$ cat config.mk
export PLATFORM = sky130hd
export DESIGN_NAME = sync_frame_rx_flat
export DESIGN_NICKNAME = d
export VERILOG_FILES = /design/src/rtl/sync_frame_rx_pkg.sv /design/src/rtl/sync_frame_rx_if.sv /design/src/rtl/sync_frame_rx_uart_rx_core.sv /design/src/rtl/sync_frame_rx.sv /design/src/flat_wrapper.sv
export SDC_FILE = /design/constraint.sdc
export NUM_CORES = 1
export LEC_CHECK = 0
export CAP_MARGIN = 10
export CORE_ASPECT_RATIO = 1.4
export CORE_MARGIN = 2
export CORE_UTILIZATION = 50
export CTS_BUF_LIST = sky130_fd_sc_hd__clkbuf_16
export DETAILED_ROUTE_END_ITERATION = 8
export PLACE_DENSITY = 0.76
export SLEW_MARGIN = 30
export SYNTH_ARGS = -nofsm -noshare
export SYNTH_HDL_FRONTEND = slang
export SYNTH_SLANG_ARGS = --single-unit
$ cat constraint.sdc
create_clock -name clk -period 2.7 [get_ports clk]
set_input_delay 0.54 -clock clk [delete_from_list [all_inputs] [get_ports clk]]
set_output_delay 0.54 -clock clk [all_outputs]
set_load 0.03 [all_outputs]
$ cat src/rtl/sync_frame_rx_pkg.sv
// Shared types and constants for the clock-sync frame receiver.
package sync_frame_rx_pkg;

  typedef enum logic [1:0] {
    ST_IDLE  = 2'd0,
    ST_START = 2'd1,
    ST_DATA  = 2'd2,
    ST_STOP  = 2'd3
  } rxState_e;

  localparam logic [1:0] ERR_FRAMING = 2'b01;
  localparam logic [1:0] ERR_TIMEOUT = 2'b10;

endpackage

$ cat src/rtl/sync_frame_rx_if.sv
// Serial line plus byte/frame result bus of the clock-sync receiver.
interface sync_frame_rx_if #(
  parameter int N_BYTES = 7
);
  logic                   rx;
  logic [7:0]             byteData;
  logic                   byteValid;
  logic [8*N_BYTES-1:0]   frameData;
  logic                   frameValid;
  logic                   frameError;
  logic [1:0]             errCode;

  modport master (
    output rx,
    input  byteData, byteValid, frameData, frameValid, frameError, errCode
  );

  modport slave (
    input  rx,
    output byteData, byteValid, frameData, frameValid, frameError, errCode
  );
endinterface

$ cat src/rtl/sync_frame_rx_uart_rx_core.sv
// 8N1 UART receive core: rx synchroniser, mid-bit sampling FSM, start/stop checks.
module sync_frame_rx_uart_rx_core
  import sync_frame_rx_pkg::*;
#(
  parameter int BAUD_DIV = 16
) (
  input  logic       clk,
  input  logic       rst_n,
  input  logic       rx_i,
  output logic [7:0] byte_o,
  output logic       byteOk_o,
  output logic       byteBad_o,
  output logic       idle_o,
  output logic       fall_o
);

  localparam int CNT_W = $clog2(BAUD_DIV);
  localparam logic [CNT_W-1:0] FULL_LAST = CNT_W'(BAUD_DIV - 1);
  localparam logic [CNT_W-1:0] HALF_LAST = CNT_W'(BAUD_DIV / 2 - 1);

  rxState_e         state_q, state_d;
  logic             rxMeta_q, rxSync_q, rxPrev_q;
  logic [CNT_W-1:0] cnt_q, cnt_d;
  logic [2:0]       bitCnt_q, bitCnt_d;
  logic [7:0]       shift_q, shift_d;

  always_ff @(posedge clk or negedge rst_n) begin
    if (!rst_n) begin
      state_q  <= ST_IDLE;
      rxMeta_q <= 1'b1;
      rxSync_q <= 1'b1;
      rxPrev_q <= 1'b1;
      cnt_q    <= '0;
      bitCnt_q <= '0;
      shift_q  <= '0;
    end else begin
      state_q  <= state_d;
      rxMeta_q <= rx_i;
      rxSync_q <= rxMeta_q;
      rxPrev_q <= rxSync_q;
      cnt_q    <= cnt_d;
      bitCnt_q <= bitCnt_d;
      shift_q  <= shift_d;
    end
  end

  assign fall_o = rxPrev_q & ~rxSync_q;
  assign idle_o = (state_q == ST_IDLE);
  assign byte_o = shift_q;

  always_comb begin
    state_d   = state_q;
    cnt_d     = cnt_q + 1'b1;
    bitCnt_d  = bitCnt_q;
    shift_d   = shift_q;
    byteOk_o  = 1'b0;
    byteBad_o = 1'b0;
    case (state_q)
      ST_IDLE: begin
        cnt_d = '0;
        if (fall_o) begin
          bitCnt_d = '0;
          state_d  = ST_START;
        end
      end
      ST_START: begin
        // A start bit that is high again at mid-bit was only a glitch.
        if (cnt_q == HALF_LAST) begin
          cnt_d   = '0;
          state_d = rxSync_q ? ST_IDLE : ST_DATA;
        end
      end
      ST_DATA: begin
        if (cnt_q == FULL_LAST) begin
          cnt_d    = '0;
          shift_d  = {rxSync_q, shift_q[7:1]};
          bitCnt_d = bitCnt_q + 3'd1;
          if (bitCnt_q == 3'd7) state_d = ST_STOP;
        end
      end
      ST_STOP: begin
        if (cnt_q == FULL_LAST) begin
          cnt_d     = '0;
          state_d   = ST_IDLE;
          byteOk_o  = rxSync_q;
          byteBad_o = ~rxSync_q;
        end
      end
      default: state_d = ST_IDLE;
    endcase
  end

endmodule

$ cat src/rtl/sync_frame_rx.sv
// Clock-sync link receiver: assembles N_BYTES good UART bytes into one frame.
module sync_frame_rx
  import sync_frame_rx_pkg::*;
#(
  parameter int CLOCK_FREQ   = 100_000_000,
  parameter int BAUD_RATE    = 9600,
  parameter int N_BYTES      = 7,
  parameter int TIMEOUT_BITS = 20
) (
  input  logic           clk,
  input  logic           rst_n,
  sync_frame_rx_if.slave bus
);

  localparam int BAUD_DIV = CLOCK_FREQ / BAUD_RATE;
  localparam int TO_LIMIT = TIMEOUT_BITS * BAUD_DIV;
  localparam int TO_W     = $clog2(TO_LIMIT + 1);
  localparam int IDX_W    = $clog2(N_BYTES);
  localparam int FW       = 8 * N_BYTES;
  localparam logic [IDX_W-1:0] LAST_IDX = IDX_W'(N_BYTES - 1);
  localparam logic [TO_W-1:0]  TO_LAST  = TO_W'(TO_LIMIT - 1);

  logic [7:0] coreByte;
  logic       coreOk, coreBad, coreIdle, coreFall;

  sync_frame_rx_uart_rx_core #(.BAUD_DIV(BAUD_DIV)) u_core (
    .clk       (clk),
    .rst_n     (rst_n),
    .rx_i      (bus.rx),
    .byte_o    (coreByte),
    .byteOk_o  (coreOk),
    .byteBad_o (coreBad),
    .idle_o    (coreIdle),
    .fall_o    (coreFall)
  );

  logic [7:0]       byteData_q, byteData_d;
  logic             byteValid_q, byteValid_d;
  logic [FW-1:0]    frameData_q, frameData_d;
  logic             frameValid_q, frameValid_d;
  logic             frameError_q, frameError_d;
  logic [1:0]       errCode_q, errCode_d;
  logic [FW-1:0]    buf_q, buf_d, bufNext;
  logic [IDX_W-1:0] index_q, index_d;
  logic [TO_W-1:0]  toCnt_q, toCnt_d;

  always_ff @(posedge clk or negedge rst_n) begin
    if (!rst_n) begin
      byteData_q   <= '0;
      byteValid_q  <= 1'b0;
      frameData_q  <= '0;
      frameValid_q <= 1'b0;
      frameError_q <= 1'b0;
      errCode_q    <= '0;
      buf_q        <= '0;
      index_q      <= '0;
      toCnt_q      <= '0;
    end else begin
      byteData_q   <= byteData_d;
      byteValid_q  <= byteValid_d;
      frameData_q  <= frameData_d;
      frameValid_q <= frameValid_d;
      frameError_q <= frameError_d;
      errCode_q    <= errCode_d;
      buf_q        <= buf_d;
      index_q      <= index_d;
      toCnt_q      <= toCnt_d;
    end
  end

  always_comb begin
    bufNext = buf_q;
    for (int k = 0; k < N_BYTES; k++) begin
      if (index_q == IDX_W'(k)) bufNext[k*8 +: 8] = coreByte;
    end
  end

  // The timeout counter only runs between bytes of a partial frame and
  // restarts on every falling edge; it takes priority over a coincident edge.
  always_comb begin
    byteData_d   = byteData_q;
    byteValid_d  = 1'b0;
    frameData_d  = frameData_q;
    frameValid_d = 1'b0;
    frameError_d = 1'b0;
    errCode_d    = errCode_q;
    buf_d        = buf_q;
    index_d      = index_q;
    toCnt_d      = '0;
    if (coreOk) begin
      byteValid_d = 1'b1;
      byteData_d  = coreByte;
      buf_d       = bufNext;
      if (index_q == LAST_IDX) begin
        frameData_d  = bufNext;
        frameValid_d = 1'b1;
        index_d      = '0;
      end else begin
        index_d = index_q + 1'b1;
      end
    end else if (coreBad) begin
      frameError_d = 1'b1;
      errCode_d    = ERR_FRAMING;
      index_d      = '0;
    end else if (coreIdle && (index_q != '0)) begin
      if (toCnt_q == TO_LAST) begin
        frameError_d = 1'b1;
        errCode_d    = ERR_TIMEOUT;
        index_d      = '0;
      end else if (!coreFall) begin
        toCnt_d = toCnt_q + 1'b1;
      end
    end
  end

  assign bus.byteData   = byteData_q;
  assign bus.byteValid  = byteValid_q;
  assign bus.frameData  = frameData_q;
  assign bus.frameValid = frameValid_q;
  assign bus.frameError = frameError_q;
  assign bus.errCode    = errCode_q;

endmodule

$ cat src/flat_wrapper.sv
// flat-port wrapper written by rule: the top's interface ports become plain ports
module sync_frame_rx_flat import sync_frame_rx_pkg::*;
#(
  parameter int CLOCK_FREQ   = 100_000_000,
  parameter int BAUD_RATE    = 9600,
  parameter int N_BYTES      = 7,
  parameter int TIMEOUT_BITS = 20
)
  (clk, rst_n, bus_rx, bus_byteData, bus_byteValid, bus_frameData, bus_frameValid, bus_frameError, bus_errCode);
  sync_frame_rx_if #(.N_BYTES(N_BYTES)) bus_i ();
  input  logic clk;
  input  logic rst_n;
  input wire logic [$bits(bus_i.rx)-1:0] bus_rx;
  output wire logic [$bits(bus_i.byteData)-1:0] bus_byteData;
  output wire logic [$bits(bus_i.byteValid)-1:0] bus_byteValid;
  output wire logic [$bits(bus_i.frameData)-1:0] bus_frameData;
  output wire logic [$bits(bus_i.frameValid)-1:0] bus_frameValid;
  output wire logic [$bits(bus_i.frameError)-1:0] bus_frameError;
  output wire logic [$bits(bus_i.errCode)-1:0] bus_errCode;
  assign bus_i.rx = bus_rx;
  assign bus_byteData = bus_i.byteData;
  assign bus_byteValid = bus_i.byteValid;
  assign bus_frameData = bus_i.frameData;
  assign bus_frameValid = bus_i.frameValid;
  assign bus_frameError = bus_i.frameError;
  assign bus_errCode = bus_i.errCode;
  sync_frame_rx #(.CLOCK_FREQ(CLOCK_FREQ), .BAUD_RATE(BAUD_RATE), .N_BYTES(N_BYTES), .TIMEOUT_BITS(TIMEOUT_BITS)) u_core (.clk(clk), .rst_n(rst_n), .bus(bus_i));
endmodule
==> results of run 1 <==
[final cells by class]
type                       count  area, um2
clock buffer                  17        425
clock inverter                15        191
fill                        1150       5230
inverter                       5       18.8
multi-input combinational    435       2780
sequential                   168       4210
tap                          185        231
timing repair buffer          82        832
[worst max path at each step]
stage	slack, ns	startpoint	to	cells after the start
floorplan	0.28	u_core.u_core.cnt_q[0]$_DFF_PN0_	u_core.buf_q[40]$_DFFE_PN0P_	6
global placement	0.27	u_core.u_core.cnt_q[0]$_DFF_PN0_	u_core.buf_q[43]$_DFFE_PN0P_	6
detailed placement	0.13	u_core.u_core.cnt_q[0]$_DFF_PN0_	u_core.buf_q[41]$_DFFE_PN0P_	6
CTS	0.12	u_core.u_core.cnt_q[0]$_DFF_PN0_	u_core.buf_q[41]$_DFFE_PN0P_	6
global route	0.004	u_core.u_core.cnt_q[0]$_DFF_PN0_	u_core.buf_q[41]$_DFFE_PN0P_	6
finish	0.11	u_core.u_core.cnt_q[0]$_DFF_PN0_	u_core.buf_q[41]$_DFFE_PN0P_	6
[registers in the layout, summed over array words and instances, names as in the netlist, named ones only]
signal                  flops
u_core.u_core.byte_o        8
u_core.bus.errCode          2
u_core.u_core.state_q       1
u_core.u_core.rxSync_q      1
u_core.u_core.bitCnt_q      3
u_core.index_q              3
u_core.bus.frameError       1
u_core.u_core.rxPrev_q      1
u_core.bus.frameValid       1
u_core.buf_q               48
u_core.bus.frameData       56
u_core.toCnt_q             18
u_core.bus.byteData         8
u_core.u_core.rxMeta_q      1
u_core.u_core.cnt_q        14
u_core.bus.byteValid        1
[power by group through the flow]
stage | logic [uW] | clock network (uW) | registers (uW)
5_1_grt | 221 | 2660 | 2620
3_3_place_gp | 189 | 0 | 2660
6_report | 193 | 2500 | 2610
4_1_cts | 197 | 2540 | 2610
2_1_floorplan | 116 | 0 | 2650
3_5_place_dp | 196 | 0 | 2660
[through the flow]
| stage | instance area, um2 | setup slack (ns) | instances |
|---|---|---|---|
| floorplan | 7130 | 0.282 | 640 |
| global placement | 8070 | 0.273 | 875 |
| detailed placement | 8070 | 0.127 | 875 |
| CTS | 8680 | 0.117 | 907 |
| global route | 8680 | 0.00413 | 907 |
| finish | 8680 | 0.112 | 907 |
[metal layers]
metal	vias up	wire length, um	track usage (%)
li1	2316	-	-
met1	2475	5970	25.0
met2	86	7760	34.9
met3	23	439	3.67
met4	0	273	6.87
met5	-	0	0
[cells in the mapped netlist (all sizes together), types with 2 or more instances]
cell type    n  area share, %
nor4         7           0.91
and2         5           0.44
mux2i       32            4.5
and3         6           0.53
o31ai        2           0.21
dfstp        3            1.1
nor2        40            2.1
buf          7           0.61
or3          2           0.18
nor3b        2           0.21
ha           5           0.88
xnor2       11            1.4
a31oi        2           0.18
nor3         6           0.58
mux2        56            8.8
inv          5           0.26
dfrtp      165             58
nand4b       2           0.25
and4         2           0.25
or4b         2           0.33
nor2b        3           0.26
clkbuf      25            1.3
nand2      153            8.1
nand4       10           0.88
o21ai       37            2.6
nand3       22            1.8
nor4b        2           0.46
xor2        16            2.0
[cells by family after synthesis]
kind of cell	count (synthesis)
xor gates and xnor gates	27
adders and majority gates	5
and+or+nand+nor	267
muxes	88
AOI/OAI and AO/OA	48
DFF	168
buffers and inverters	37
[worst register-to-register path, cell delays in order (launching register included)]
cell     delay, ns
dfrtp_1       0.39
ha_1          0.26
or4b_4        0.54
nor4_4        0.31
nand3_4       0.16
nor3_4        0.41
mux2_2        0.40
==> results.sh, run 1 <==
export IMPL_simple_gate_share_of_the_synthesized_area_pct=17.6
export IMPL_worst_setup_path_type="register to register"
export IMPL_postSynthNetCount=648
export IMPL_drc_errors=0
export IMPL_synth_xor_area_share_pct=3.31
export IMPL_detail_route_antenna_nets=0
export IMPL_sequential_cell_fraction_of_total_power_pct=49.2
export IMPL_layout_nets=717
export IMPL_globalplace_congestion=0.798
export IMPL_worstHoldPathType="input port to asynchronous set/reset pin"
export IMPL_critical_path_reg2reg_endpoint="u_core.buf_q[41]$_DFFE_PN0P_"
export IMPL_die_area_um2=15300
export IMPL_top_ports=72
export IMPL_comb_power_share_pct=3.6
export IMPL_syn_mean_instance_area_um2=11.1
export IMPL_num_vias=4900
export IMPL_ys_async_sr_fraction_pct=100
export IMPL_slowest_delay_ns=0.53
export IMPL_layout_cell_share_with_drive_strength_beyond_1_pct=15.8
export IMPL_path_buf_inv=0
export IMPL_fmaxAchievable_mhz=386
export IMPL_area_growth_pct=21.7
export IMPL_synth_enable_flop_cells=0
export IMPL_die_width_um=105
export IMPL_finalMaxSlewViolations=0
export IMPL_largest_driver_fanout_on_the_critical_path=8
export IMPL_routedWlPerCell_um=15.9
export IMPL_timing_final_hold_violations=0
export IMPL_rrSetupSlack_ns=0.11
export IMPL_drv_max_cap_violation_count=0
export IMPL_path_cells="ha_1 > or4b_4 > nor4_4 > nand3_4 > nor3_4 > mux2_2"
export IMPL_detail_route_iter0_violations=230
export IMPL_grt_antenna_before_repair=0
export IMPL_timing_setup_tns_ns=0
export IMPL_critical_path_startpoint_type="register"
export IMPL_reg2reg_depth=6
export IMPL_num_antenna_cells=0
export IMPL_internal_power_uw=4110
export IMPL_combinational_family_with_the_most_area_after_synthesis="simple AND/OR/NAND/NOR gates"
export IMPL_worst_slew_pin_slew_ns=0.677
export IMPL_clk_root_buffer_cell="clkbuf_16"
export IMPL_synthAdderAreaFrac_pct=0.877
export IMPL_synth_seq_area_share_pct=59.0
export IMPL_path_delay_family="simple AND/OR/NAND/NOR gates"
export IMPL_cts_repair_resized=0
export IMPL_timing_clock_skew_ns=0.0110
export IMPL_rsz0062_at_grt="false"
export IMPL_synth_area_in_compound_gates_pct=3.72
export IMPL_drt_wl_total_mm=14.5
export IMPL_cp_data_arrival_time_ns=2.88
export IMPL_track_usage_pct=20.0
export IMPL_setup_viol_count_final=0
export IMPL_synth_warn=0
export IMPL_initial_utilization_pct=51.3
export IMPL_detailed_routing_iteration_count_for_the_pre_antenna_repair_pass=5
export IMPL_timing_rr_start="u_core.u_core.cnt_q[0]$_DFF_PN0_"
export IMPL_route_detailed_vias_per_inst=5.40
export IMPL_cts_reportedPaths_clkPinSlew_ns=0.06
export IMPL_cts_inserted_buffers=17
export IMPL_tritoncts_num_sinks=168
export IMPL_synth_area_um2=7130
export IMPL_synth_cells=640
export IMPL_cts_root_to_sink_buffers=2
export IMPL_tritoncts="yes"
export IMPL_switching_power_uw=1200
export IMPL_h_tree_depth=4
export IMPL_grt_max_degree=90
export IMPL_number_of_global_route_vias_before_repair=4977
export IMPL_cellLeakagePower_uw=0.00405
export IMPL_commonest_non_fill_non_tap_cell_in_the_layout="dfrtp_1"
export IMPL_fin_util_pct=62.4
export IMPL_final_cell_mix="165 x dfrtp_1, 151 x nand2_1, 70 x clkdlybuf4s50_1"
export IMPL_post_cts_buffers=0
export IMPL_overflow=0
export IMPL_hpwl_mm=9.80
export IMPL_slowest_stage="or4b_4"
export IMPL_row_count=51
export IMPL_report_power_total_uw=5310
export IMPL_post_synth_num_cell_types=49
export IMPL_portBuffers=71
export IMPL_run_status="complete, no violations"
export IMPL_min_period_over_period_pct=95.8
export IMPL_synth_mux_area_share_pct=13.3
export IMPL_worst_slew_margin_rel_pct=54.8
export IMPL_yosys_most_used_dff="dfrtp_1"
export IMPL_core_area_um2=13900
export IMPL_first_pass_grt_wire_length_mm=24.6
export IMPL_postSynthRegisterBits=168
export IMPL_cts_hold_repair_buffers=0
export IMPL_worst_hold_slack_after_final_layout_ns=0.0749
export IMPL_pwr_share_clk_pct=47.1
export IMPL_chipHeight_um=145
export IMPL_worst_ep_required_time_ns=2.99
export IMPL_end_kind="register"
export IMPL_power_density_of_the_placed_cells_nw_per_um2=612
export IMPL_clock_latency_ns=0.41
export IMPL_power_share_switching_pct=22.6
export IMPL_irDropWorstVdd_v=0.000443
export IMPL_layout_min_cycle_time_ns=2.59
Note: power is estimated with default switching activity, not from simulation.
==> inputs of run 2 (changes only) <==
Settings changed: RECOVER_POWER set to 50.
==> run 2 against run 1 <==
Effect of this change: maximum frequency barely moved; register-to-register slack barely moved; clock skew barely moved; wire length about the same; sequential power is essentially flat; cell area fell by 0.39%; first-iteration DRC count is 3.0% lower; global-route usage is the same; sequential cell count stayed put; critical endpoint unchanged.
==> results.sh, run 2 (synthesis results as in run 1) <==
export IMPL_area_growth_pct=21.3
export IMPL_die_area_um2=15300
export IMPL_cts_repair_resized=0
export IMPL_globalplace_congestion=0.798
export IMPL_worstHoldPathType="register to register"
export IMPL_path_cells="ha_1 > or4b_4 > nor4_4 > nand3_4 > nor3_4 > mux2_2"
export IMPL_routedWlPerCell_um=15.9
export IMPL_drt_wl_total_mm=14.5
export IMPL_top_ports=72
export IMPL_fmaxAchievable_mhz=386
export IMPL_portBuffers=71
export IMPL_end_kind="register"
export IMPL_min_period_over_period_pct=95.8
export IMPL_slowest_stage="or4b_4"
export IMPL_cp_data_arrival_time_ns=2.88
export IMPL_fin_util_pct=62.2
export IMPL_final_cell_mix="165 x dfrtp_1, 151 x nand2_1, 56 x mux2_2"
export IMPL_drc_errors=0
export IMPL_worst_slew_margin_rel_pct=15.4
export IMPL_hpwl_mm=9.80
export IMPL_grt_antenna_before_repair=0
export IMPL_row_count=51
export IMPL_finalMaxSlewViolations=0
export IMPL_setup_viol_count_final=0
export IMPL_worst_ep_required_time_ns=2.99
export IMPL_num_vias=4916
export IMPL_worst_slew_pin_slew_ns=1.27
export IMPL_worst_setup_path_type="register to register"
export IMPL_combined_flip_flop_and_latch_cell_area_um2=4210
export IMPL_filler_cell_count=1153
export IMPL_detailed_routing_iteration_count_for_the_pre_antenna_repair_pass=4
export IMPL_place_worst_setup_slack_ns=0.127
export IMPL_h_tree_depth=4
export IMPL_track_usage_pct=20.0
export IMPL_slowest_delay_ns=0.53
export IMPL_num_antenna_cells=0
export IMPL_timing_final_hold_violations=0
export IMPL_core_area_um2=13900
export IMPL_clk_root_buffer_cell="clkbuf_16"
export IMPL_timing_clock_skew_ns=0.0114
export IMPL_post_route_worst_setup_slack_ns=0.112
export IMPL_multi_input_area_um2=2780
export IMPL_irDropWorstVdd_v=0.000441
export IMPL_drv_max_cap_violation_count=0
export IMPL_detail_route_iter0_violations=223
export IMPL_initial_utilization_pct=51.3
export IMPL_cellLeakagePower_uw=0.00412
export IMPL_layout_nets=717
export IMPL_report_power_total_uw=5300
export IMPL_rsz0062_at_grt="false"
export IMPL_route_detailed_vias_per_inst=5.42
export IMPL_cts_hold_repair_buffers=0
export IMPL_detail_route_antenna_nets=0
export IMPL_tritoncts_num_sinks=168
export IMPL_die_width_um=105
export IMPL_path_buf_inv=0
export IMPL_cts_root_to_sink_buffers=2
export IMPL_cts_inserted_buffers=17
export IMPL_critical_path_startpoint_type="register"
export IMPL_first_pass_grt_wire_length_mm=24.6
export IMPL_path_delay_family="simple AND/OR/NAND/NOR gates"
export IMPL_post_cts_buffers=0
export IMPL_layout_min_cycle_time_ns=2.59
export IMPL_power_density_of_the_placed_cells_nw_per_um2=613
export IMPL_cts_reportedPaths_clkPinSlew_ns=0.06
export IMPL_grt_max_degree=90
export IMPL_run_status="complete, no violations"
export IMPL_largest_register_ff_count=56
export IMPL_number_of_global_route_vias_before_repair=4977
export IMPL_tritoncts="yes"
export IMPL_overflow=0
export IMPL_largest_driver_fanout_on_the_critical_path=8
export IMPL_commonest_non_fill_non_tap_cell_in_the_layout="dfrtp_1"
export IMPL_chipHeight_um=145
export IMPL_clock_latency_ns=0.41
export IMPL_timing_setup_tns_ns=0
export IMPL_layout_cell_share_with_drive_strength_beyond_1_pct=15.7
==> run 2: cell count changes in the layout (fill, tap and decap cells not counted), sizes merged <==
cell           previous run  this run
dlygate4sd3               0        24
buf                      12        10
clkdlybuf4s50            70        46
clkbuf                   17        19
==> run 2: where the power goes <==
part	internal, uW	switching [uW]	total, uW	leakage, uW
registers	2560	55.6	2610	0.00233
clock network	1480	1030	2500	0.000296
logic	67.6	118	186	0.00150
==> run 2: final cells by class <==
class	instances	share of cell area [%]
multi-input combinational	435	32.1
sequential	168	48.6
clock buffer	17	4.92
tap	185	2.68
timing repair buffer	82	9.23
inverter	5	0.217
clock inverter	15	2.21
==> run 2: path summary, 6_finish.rpt <==
path | startpoint | to | slack, ns | cells past startpoint
min reg2reg | u_core.u_core.rxMeta_q$_DFF_PN1_ | u_core.u_core.rxSync_q$_DFF_PN1_ | 0.37 | 0
max in group asynchronous | rst_n | u_core.bus.frameData[48]$_DFFE_PN0P_ | 0.56 | 2
min | u_core.u_core.rxMeta_q$_DFF_PN1_ | u_core.u_core.rxSync_q$_DFF_PN1_ | 0.37 | 0
max | u_core.u_core.cnt_q[0]$_DFF_PN0_ | u_core.buf_q[41]$_DFFE_PN0P_ | 0.11 | 6
min in group asynchronous | rst_n | u_core.bus.byteData[1]$_DFFE_PN0P_ | 0.40 | 1
max reg2reg | u_core.u_core.cnt_q[0]$_DFF_PN0_ | u_core.buf_q[41]$_DFFE_PN0P_ | 0.11 | 6
==> run 2: stage by stage <==
step	area (um2)	std cells	hold slack [ns]
after global placement	8070	875	0.348
after global routing	8650	907	0.373
after CTS	8680	907	0.0773
after detailed placement	8070	875	0.354
final	8650	907	0.369
after floorplan	7130	640	0.244
==> run 2: layer usage <==
layer / global-route usage (%) / routed length (um)
met1: 25.0 / 5990
met2: 34.9 / 7840
met3: 3.67 / 440
met4: 6.87 / 192
met5: 0 / 0
==> run 2: worst reg2reg max path, cell delays in order, from the launching register on <==
cell and delay, ns:
dfrtp_1 0.39, ha_1 0.26, or4b_4 0.53, nor4_4 0.31
nand3_4 0.16, nor3_4 0.42, mux2_2 0.40
